--- config.mk ---
export PLATFORM = sky130hd
export DESIGN_NAME = io_side_ctrl_flat
export DESIGN_NICKNAME = d
export VERILOG_FILES = /design/src/rtl/io_side_ctrl_if.sv /design/src/rtl/io_side_ctrl.sv /design/src/flat_wrapper.sv
export SDC_FILE = /design/constraint.sdc
export NUM_CORES = 1
export LEC_CHECK = 0
export CORE_MARGIN = 1.5
export CORE_UTILIZATION = 46
export CTS_CLUSTER_DIAMETER = 60
export DETAILED_ROUTE_END_ITERATION = 10
export PLACE_DENSITY_LB_ADDON = 0.08
export SETUP_SLACK_MARGIN = 0.5
export SKIP_CTS_REPAIR_TIMING = 1
export SYNTH_ARGS = -nofsm -noshare
export SYNTH_HDL_FRONTEND = slang
export SYNTH_SLANG_ARGS = --single-unit
--- constraint.sdc ---
create_clock -name clk -period 1.94 [get_ports clk]
set_input_delay 0.291 -clock clk [delete_from_list [all_inputs] [get_ports clk]]
set_output_delay 0.291 -clock clk [all_outputs]
set_load 0.005 [all_outputs]
--- src/rtl/io_side_ctrl_if.sv ---
// ---------------------------------------------------------------------------
// io_side_ctrl_if
// Single-outstanding request/response register port for io_side_ctrl.
//   req_valid/req_ready : request handshake (master -> slave)
//   req_write           : 1 = write, 0 = read
//   req_addr  [3:0]     : register index
//   req_wdata [31:0]    : write data
//   resp_valid/resp_ready : response handshake (slave -> master)
//   resp_rdata [31:0]   : read data (0 for writes)
// ---------------------------------------------------------------------------
interface io_side_ctrl_if;
   logic        req_valid;
   logic        req_ready;
   logic        req_write;
   logic [3:0]  req_addr;
   logic [31:0] req_wdata;
   logic        resp_valid;
   logic        resp_ready;
   logic [31:0] resp_rdata;

   modport master (
      output req_valid, req_write, req_addr, req_wdata, resp_ready,
      input  req_ready, resp_valid, resp_rdata
   );

   modport slave (
      input  req_valid, req_write, req_addr, req_wdata, resp_ready,
      output req_ready, resp_valid, resp_rdata
   );
endinterface

--- src/rtl/io_side_ctrl.sv ---
// ---------------------------------------------------------------------------
// io_side_ctrl
// Core-side controller for one padring side. Owns per-pin dout / oen / ie
// and tech_cfg slices, synchronizes returning pad data, captures rising and
// falling edges into sticky status bits and raises a level interrupt.
// Ports:
//   clk, nreset       : clock, synchronous active-low reset
//   bus (slave)       : register request/response port
//   din      [NPINS]  : asynchronous pad input data
//   dout     [NPINS]  : pad output data
//   oen      [NPINS]  : pad output enable, active low
//   ie       [NPINS]  : pad input enable
//   tech_cfg [NPINS*CFGW] : per-pad config, pin i at [i*CFGW +: CFGW]
//   irq               : level interrupt, registered
// ---------------------------------------------------------------------------
module io_side_ctrl #(
   parameter int NPINS = 9,
   parameter int CFGW  = 18
) (
   input  logic                    clk,
   input  logic                    nreset,
   io_side_ctrl_if.slave           bus,
   input  logic [NPINS-1:0]        din,
   output logic [NPINS-1:0]        dout,
   output logic [NPINS-1:0]        oen,
   output logic [NPINS-1:0]        ie,
   output logic [NPINS*CFGW-1:0]   tech_cfg,
   output logic                    irq
);

   localparam logic [3:0] ADDR_DOUT     = 4'd0;
   localparam logic [3:0] ADDR_OEN      = 4'd1;
   localparam logic [3:0] ADDR_IE       = 4'd2;
   localparam logic [3:0] ADDR_DIN      = 4'd3;
   localparam logic [3:0] ADDR_RISE     = 4'd4;
   localparam logic [3:0] ADDR_FALL     = 4'd5;
   localparam logic [3:0] ADDR_INTEN    = 4'd6;
   localparam logic [3:0] ADDR_CFG_IDX  = 4'd7;
   localparam logic [3:0] ADDR_CFG_DATA = 4'd8;
   localparam logic [3:0] NPINS_IDX     = 4'(NPINS);
   localparam logic [3:0] LAST_IDX      = 4'(NPINS - 1);

   logic [NPINS-1:0]      dout_r;
   logic [NPINS-1:0]      oen_r;
   logic [NPINS-1:0]      ie_r;
   logic [NPINS*CFGW-1:0] tech_cfg_r;
   logic [NPINS-1:0]      rise_r;
   logic [NPINS-1:0]      fall_r;
   logic [NPINS-1:0]      inten_r;
   logic [3:0]            cfg_idx_r;
   logic [NPINS-1:0]      sync_r;
   logic [NPINS-1:0]      din_s_r;
   logic [NPINS-1:0]      din_p_r;
   logic [1:0]            start_cnt_r;
   logic                  irq_r;
   logic                  resp_valid_r;
   logic [31:0]           resp_rdata_r;

   logic                  accept_s;
   logic                  edge_en_s;
   logic [NPINS-1:0]      wdata_pins_s;
   logic [NPINS-1:0]      rise_s;
   logic [NPINS-1:0]      fall_s;
   logic [NPINS-1:0]      rise_clr_s;
   logic [NPINS-1:0]      fall_clr_s;
   logic [CFGW-1:0]       cfg_slice_s;
   logic [31:0]           rdata_s;
   logic                  unused_s;

   // Only one request may be outstanding: accept only while no response is held.
   assign accept_s        = bus.req_valid & ~resp_valid_r;
   assign bus.req_ready   = ~resp_valid_r;
   assign bus.resp_valid  = resp_valid_r;
   assign bus.resp_rdata  = resp_rdata_r;

   assign dout     = dout_r;
   assign oen      = oen_r;
   assign ie       = ie_r;
   assign tech_cfg = tech_cfg_r;
   assign irq      = irq_r;

   assign wdata_pins_s = bus.req_wdata[NPINS-1:0];
   assign unused_s     = ^bus.req_wdata[31:CFGW];

   // Edges are ignored until the pipeline has been filled with real pad data,
   // so the reset values of the sync flops never look like transitions.
   assign edge_en_s = (start_cnt_r == 2'd3);
   assign rise_s    = din_s_r & ~din_p_r & ie_r & {NPINS{edge_en_s}};
   assign fall_s    = ~din_s_r & din_p_r & ie_r & {NPINS{edge_en_s}};

   // Write-1-to-clear masks for the sticky status registers.
   always_comb begin
      rise_clr_s = {NPINS{1'b0}};
      fall_clr_s = {NPINS{1'b0}};
      if (accept_s && bus.req_write && (bus.req_addr == ADDR_RISE)) begin
         rise_clr_s = wdata_pins_s;
      end else if (accept_s && bus.req_write && (bus.req_addr == ADDR_FALL)) begin
         fall_clr_s = wdata_pins_s;
      end else begin
         rise_clr_s = {NPINS{1'b0}};
         fall_clr_s = {NPINS{1'b0}};
      end
   end

   // Select the tech_cfg slice addressed by CFG_IDX for reads.
   always_comb begin
      cfg_slice_s = {CFGW{1'b0}};
      for (int i = 0; i < NPINS; i++) begin
         cfg_slice_s = cfg_slice_s |
                       ((cfg_idx_r == 4'(i)) ? tech_cfg_r[i*CFGW +: CFGW] : {CFGW{1'b0}});
      end
   end

   // Read data mux; unused upper bits and unmapped addresses read as zero.
   always_comb begin
      rdata_s = 32'd0;
      case (bus.req_addr)
         ADDR_DOUT:     rdata_s[NPINS-1:0] = dout_r;
         ADDR_OEN:      rdata_s[NPINS-1:0] = oen_r;
         ADDR_IE:       rdata_s[NPINS-1:0] = ie_r;
         ADDR_DIN:      rdata_s[NPINS-1:0] = din_s_r;
         ADDR_RISE:     rdata_s[NPINS-1:0] = rise_r;
         ADDR_FALL:     rdata_s[NPINS-1:0] = fall_r;
         ADDR_INTEN:    rdata_s[NPINS-1:0] = inten_r;
         ADDR_CFG_IDX:  rdata_s[3:0]       = cfg_idx_r;
         ADDR_CFG_DATA: rdata_s[CFGW-1:0]  = cfg_slice_s;
         default:       rdata_s            = 32'd0;
      endcase
   end

   // All state: pad control registers, input path, status, irq and bus response.
   always_ff @(posedge clk) begin
      if (!nreset) begin
         dout_r       <= {NPINS{1'b0}};
         oen_r        <= {NPINS{1'b1}};
         ie_r         <= {NPINS{1'b1}};
         tech_cfg_r   <= {(NPINS*CFGW){1'b0}};
         rise_r       <= {NPINS{1'b0}};
         fall_r       <= {NPINS{1'b0}};
         inten_r      <= {NPINS{1'b0}};
         cfg_idx_r    <= 4'd0;
         sync_r       <= {NPINS{1'b0}};
         din_s_r      <= {NPINS{1'b0}};
         din_p_r      <= {NPINS{1'b0}};
         start_cnt_r  <= 2'd0;
         irq_r        <= 1'b0;
         resp_valid_r <= 1'b0;
         resp_rdata_r <= 32'd0;
      end else begin
         sync_r  <= din;
         din_s_r <= sync_r;
         din_p_r <= din_s_r;
         if (start_cnt_r != 2'd3) begin
            start_cnt_r <= start_cnt_r + 2'd1;
         end

         // A new edge in the same cycle as a clear keeps the bit set.
         rise_r <= (rise_r & ~rise_clr_s) | rise_s;
         fall_r <= (fall_r & ~fall_clr_s) | fall_s;
         irq_r  <= |((rise_r | fall_r) & inten_r);

         if (accept_s) begin
            resp_valid_r <= 1'b1;
            resp_rdata_r <= bus.req_write ? 32'd0 : rdata_s;
            if (bus.req_write) begin
               case (bus.req_addr)
                  ADDR_DOUT:  dout_r  <= wdata_pins_s;
                  ADDR_OEN:   oen_r   <= wdata_pins_s;
                  ADDR_IE:    ie_r    <= wdata_pins_s;
                  ADDR_INTEN: inten_r <= wdata_pins_s;
                  ADDR_CFG_IDX: begin
                     if (bus.req_wdata[3:0] < NPINS_IDX) begin
                        cfg_idx_r <= bus.req_wdata[3:0];
                     end
                  end
                  ADDR_CFG_DATA: begin
                     for (int i = 0; i < NPINS; i++) begin
                        if (cfg_idx_r == 4'(i)) begin
                           tech_cfg_r[i*CFGW +: CFGW] <= bus.req_wdata[CFGW-1:0];
                        end
                     end
                     cfg_idx_r <= (cfg_idx_r == LAST_IDX) ? 4'd0 : cfg_idx_r + 4'd1;
                  end
                  // RISE/FALL go through the clear masks; DIN and holes ignore writes.
                  default: ;
               endcase
            end
         end else if (resp_valid_r && bus.resp_ready) begin
            resp_valid_r <= 1'b0;
         end
      end
   end

endmodule

--- src/flat_wrapper.sv ---
// flat-port wrapper written by rule: the top's interface ports become plain ports
module io_side_ctrl_flat 
#(
   parameter int NPINS = 9,
   parameter int CFGW  = 18
)
  (clk, nreset, din, dout, oen, ie, tech_cfg, irq, bus_req_valid, bus_req_write, bus_req_addr, bus_req_wdata, bus_resp_ready, bus_req_ready, bus_resp_valid, bus_resp_rdata);
  io_side_ctrl_if bus_i ();
  input  logic clk;
  input  logic nreset;
  input  logic [NPINS-1:0] din;
  output logic [NPINS-1:0] dout;
  output logic [NPINS-1:0] oen;
  output logic [NPINS-1:0] ie;
  output logic [NPINS*CFGW-1:0] tech_cfg;
  output logic irq;
  input wire logic [$bits(bus_i.req_valid)-1:0] bus_req_valid;
  input wire logic [$bits(bus_i.req_write)-1:0] bus_req_write;
  input wire logic [$bits(bus_i.req_addr)-1:0] bus_req_addr;
  input wire logic [$bits(bus_i.req_wdata)-1:0] bus_req_wdata;
  input wire logic [$bits(bus_i.resp_ready)-1:0] bus_resp_ready;
  output wire logic [$bits(bus_i.req_ready)-1:0] bus_req_ready;
  output wire logic [$bits(bus_i.resp_valid)-1:0] bus_resp_valid;
  output wire logic [$bits(bus_i.resp_rdata)-1:0] bus_resp_rdata;
  assign bus_i.req_valid = bus_req_valid;
  assign bus_i.req_write = bus_req_write;
  assign bus_i.req_addr = bus_req_addr;
  assign bus_i.req_wdata = bus_req_wdata;
  assign bus_i.resp_ready = bus_resp_ready;
  assign bus_req_ready = bus_i.req_ready;
  assign bus_resp_valid = bus_i.resp_valid;
  assign bus_resp_rdata = bus_i.resp_rdata;
  io_side_ctrl #(.NPINS(NPINS), .CFGW(CFGW)) u_core (.clk(clk), .nreset(nreset), .bus(bus_i), .din(din), .dout(dout), .oen(oen), .ie(ie), .tech_cfg(tech_cfg), .irq(irq));
endmodule
==> reports/qor.csv <==
metric,value,unit
mux cell area share after synthesis,2.657,%
#FFs+latches synth,269,
top-area cell type share of the netlist area,44.85,%
part of the power in combinational logic,6.9,%
Peak Freq,463.5,MHz
CP startpoint kind,flip-flop,
Max IR drop VDD,585.4,µV
synth top area cells,"dfxtp_1 45%, nand2_1 14%, a21boi_0 5.3%",
min Tclk post-route,2.158,ns
clock slew at reported path FFs,0.06,ns
Setup CP Type,reg2reg,
Tot GR Track Use,32.71,%
Post-Syn Instances,1479,
Mean Syn Cell Area,8.119,µm²
drt via density,5.837,
Top Ports,274,
largest net degree at the start of global routing,108,
Leakage,6.051,nW
CTS H-tree lvls,1,
clock latency at the later pin of the worst-skew pair,0.55,ns
number of remaining DRC errors,0,
clk sinks,269,
Flop pwr share,47.2,%
DR vias,12530,
"Distinct cells, synth",62,
WP data arrival,2.60,ns
Post-synth EDFFs,0,
PortBufs,245,
total grt overflow,0,
Synth Area in XOR/XNOR,0.07294,%
Crit. End Element,flip-flop,
crit-path max FO,8,
Final period util,111.2,%
Rows,58,
share of layout cells above drive strength 1,17.02,%
Die Area,27080,µm²
pre-CTS setup slack,-0.4380,ns
hpwl dp,32800,µm
DIE HEIGHT,164.6,µm
Slew @ Worst Pin,0.5725,ns
n_diodes,0,
mapped cell area,12010,µm²
drt pass-1 iters,6,
Synth area leader,dfxtp_1,
status,"finished, violations left",
area grow syn2layout,42.32,%
Ys Warns,0,
Synth async-reset ratio,0,%
drt total wl,46580,µm
Sw Pwr,2.831,mW
violated checks,negative setup slack,
first-pass GRT wire length,66960,µm
RSZ-0062 raised after global routing,yes,
Max Clock Skew,0.01307,ns
post-route ant nets,0,
Core Box Area,25400,µm²
cts bufs inserted,30,
Simple-Gate Fraction of Synth Area,24.38,%
compound-gate portion of the synthesized area,21.65,%
CTS tree,yes,
main combinational cell family by area after synthesis,simple AND/OR/NAND/NOR gates,
Relative slew margins,61.72,%
"Hold Vio Cnt, Final",0,
Final Max Tran Viols,0,
die extent in x,164.6,µm
Initial Util,47.28,%
routability cong.,0.9710,
most common library cells after synthesis,"460 x nand2_1, 269 x dfxtp_1, 105 x a21oi_1",
commonest register cell after synthesis,dfxtp_1,
Pwr per Cell Area,695.3,nW/µm²
initial antenna violation count,0,
Final #Nets,1849,
post-layout power,11.88,mW
Max Cap Viol,0,
Sw Ratio,23.83,%
"count leader, synth",nand2_1,
P_int,9.051,mW
clock root cell,clkbuf_16,
worst setup margin,-0.2177,ns
final setup fails,13,
Worst Hold Class,in2reg,
# fillers,2150,
area share of fa/ha/maj cells after synthesis,0.5210,%
vias in the first global route,11420,
CTS Buffer Depth,3,
Avg WL per Cell,21.70,µm
critical path required time,2.38,ns
sequential share of the synthesized area,44.85,%
Iter 0 DRT Violations,1674,
clock power share,45.9,%
[layout by cell type, fill, tap and decap left out, types with 18 or more instances in the layout]
cell type / n
a21oi_1: 96
a22oi_1: 43
clkdlybuf4s50_1: 238
clkbuf_16: 31
a21boi_0: 37
nand4b_1: 18
mux2i_1: 27
o21ai_0: 19
a21boi_1: 70
nand2_1: 455
nand3_1: 45
buf_4: 140
nor2_1: 20
and2_1: 30
dfxtp_1: 258
[final timing paths]
path,start,endpoint,slack [ns],cells after the start
worst max-delay path,u_core.cfg_idx_r[0]$_SDFFE_PN0P_,u_core.bus.resp_rdata[8]$_SDFFE_PN0P_,-0.22,8
worst min-delay path,nreset,u_core.tech_cfg[26]$_SDFFE_PN0P_,0.28,4
worst max register to register,u_core.cfg_idx_r[0]$_SDFFE_PN0P_,u_core.bus.resp_rdata[8]$_SDFFE_PN0P_,-0.22,8
worst min register to register,u_core.sync_r[3]$_SDFF_PN0_,u_core.din_s_r[3]$_SDFF_PN0_,0.43,1
[power groups by stage]
stage               combinational [mW]  clock (mW)  sequential, mW
global placement                 0.770           0            5.73
global route                     0.863        5.74            5.61
floorplan                        0.441           0            5.72
CTS                              0.777        5.49            5.61
detailed placement               0.775           0            5.73
finish                           0.821        5.46            5.61
[final cells by class]
type	instances	area (µm²)	share of cell area (%)
timing repair buffer	407	3901	22.83
clock inverter	9	55.05	0.3222
inverter	11	50.05	0.2929
clock buffer	45	888.4	5.198
multi-input combinational	1075	6362	37.23
sequential	269	5419	31.71
tap	330	412.9	2.416
[sequential cells by signal, indices dropped and copies added, names as in the netlist, 9 cells and up]
name                   cells
u_core.ie                  9
u_core.dout                9
u_core.rise_r              9
u_core.din_s_r             9
u_core.tech_cfg          162
u_core.sync_r              9
u_core.inten_r             9
u_core.din_p_r             9
u_core.bus.resp_rdata     18
u_core.fall_r              9
u_core.oen                 9
[critical path, cell delays in order (launching register included)]
cell       delay, ns
dfxtp_4         0.40
inv_4           0.06
ha_4            0.21
a222oi_1        0.31
nand2_1         0.14
a222oi_1        0.46
buf_4           0.20
o2111ai_1       0.09
and3_1          0.18
[through the flow]
step / instance area [µm²] / hold slack (ns) / utilization (%) / setup TNS (ns) / std cells
after global placement: 15760 / 0.4163 / 62.05 / -65.11 / 2084
after floorplan: 12420 / 0.4119 / - / -0.01022 / 1492
after detailed placement: 15760 / 0.4169 / 62.05 / -70.34 / 2084
final: 17090 / 0.2766 / 67.28 / -0.7330 / 2146
after global routing: 17090 / 0.2694 / 67.28 / -2.896 / 2146
after CTS: 16700 / 0.2579 / 65.77 / -8.088 / 2138
[metal layers]
layer | vias up | global-route usage (%) | part of all wire [%]
li1 | 5712 | - | -
met1 | 5933 | 46.59 | 43
met2 | 781 | 50.17 | 44
met3 | 100 | 5.023 | 10
met4 | 0 | 11.47 | 3.3
met5 | - | 0 | 0
[logic make-up after synthesis]
family          count (synthesis)
compound gates                379
xor+xnor                        1
fa+ha+maj                       5
buf+inv                       151
flops                         269
mux                            30
other cells                     1
simple gates                  643
No activity file was read; power rests on OpenSTA's default activity.
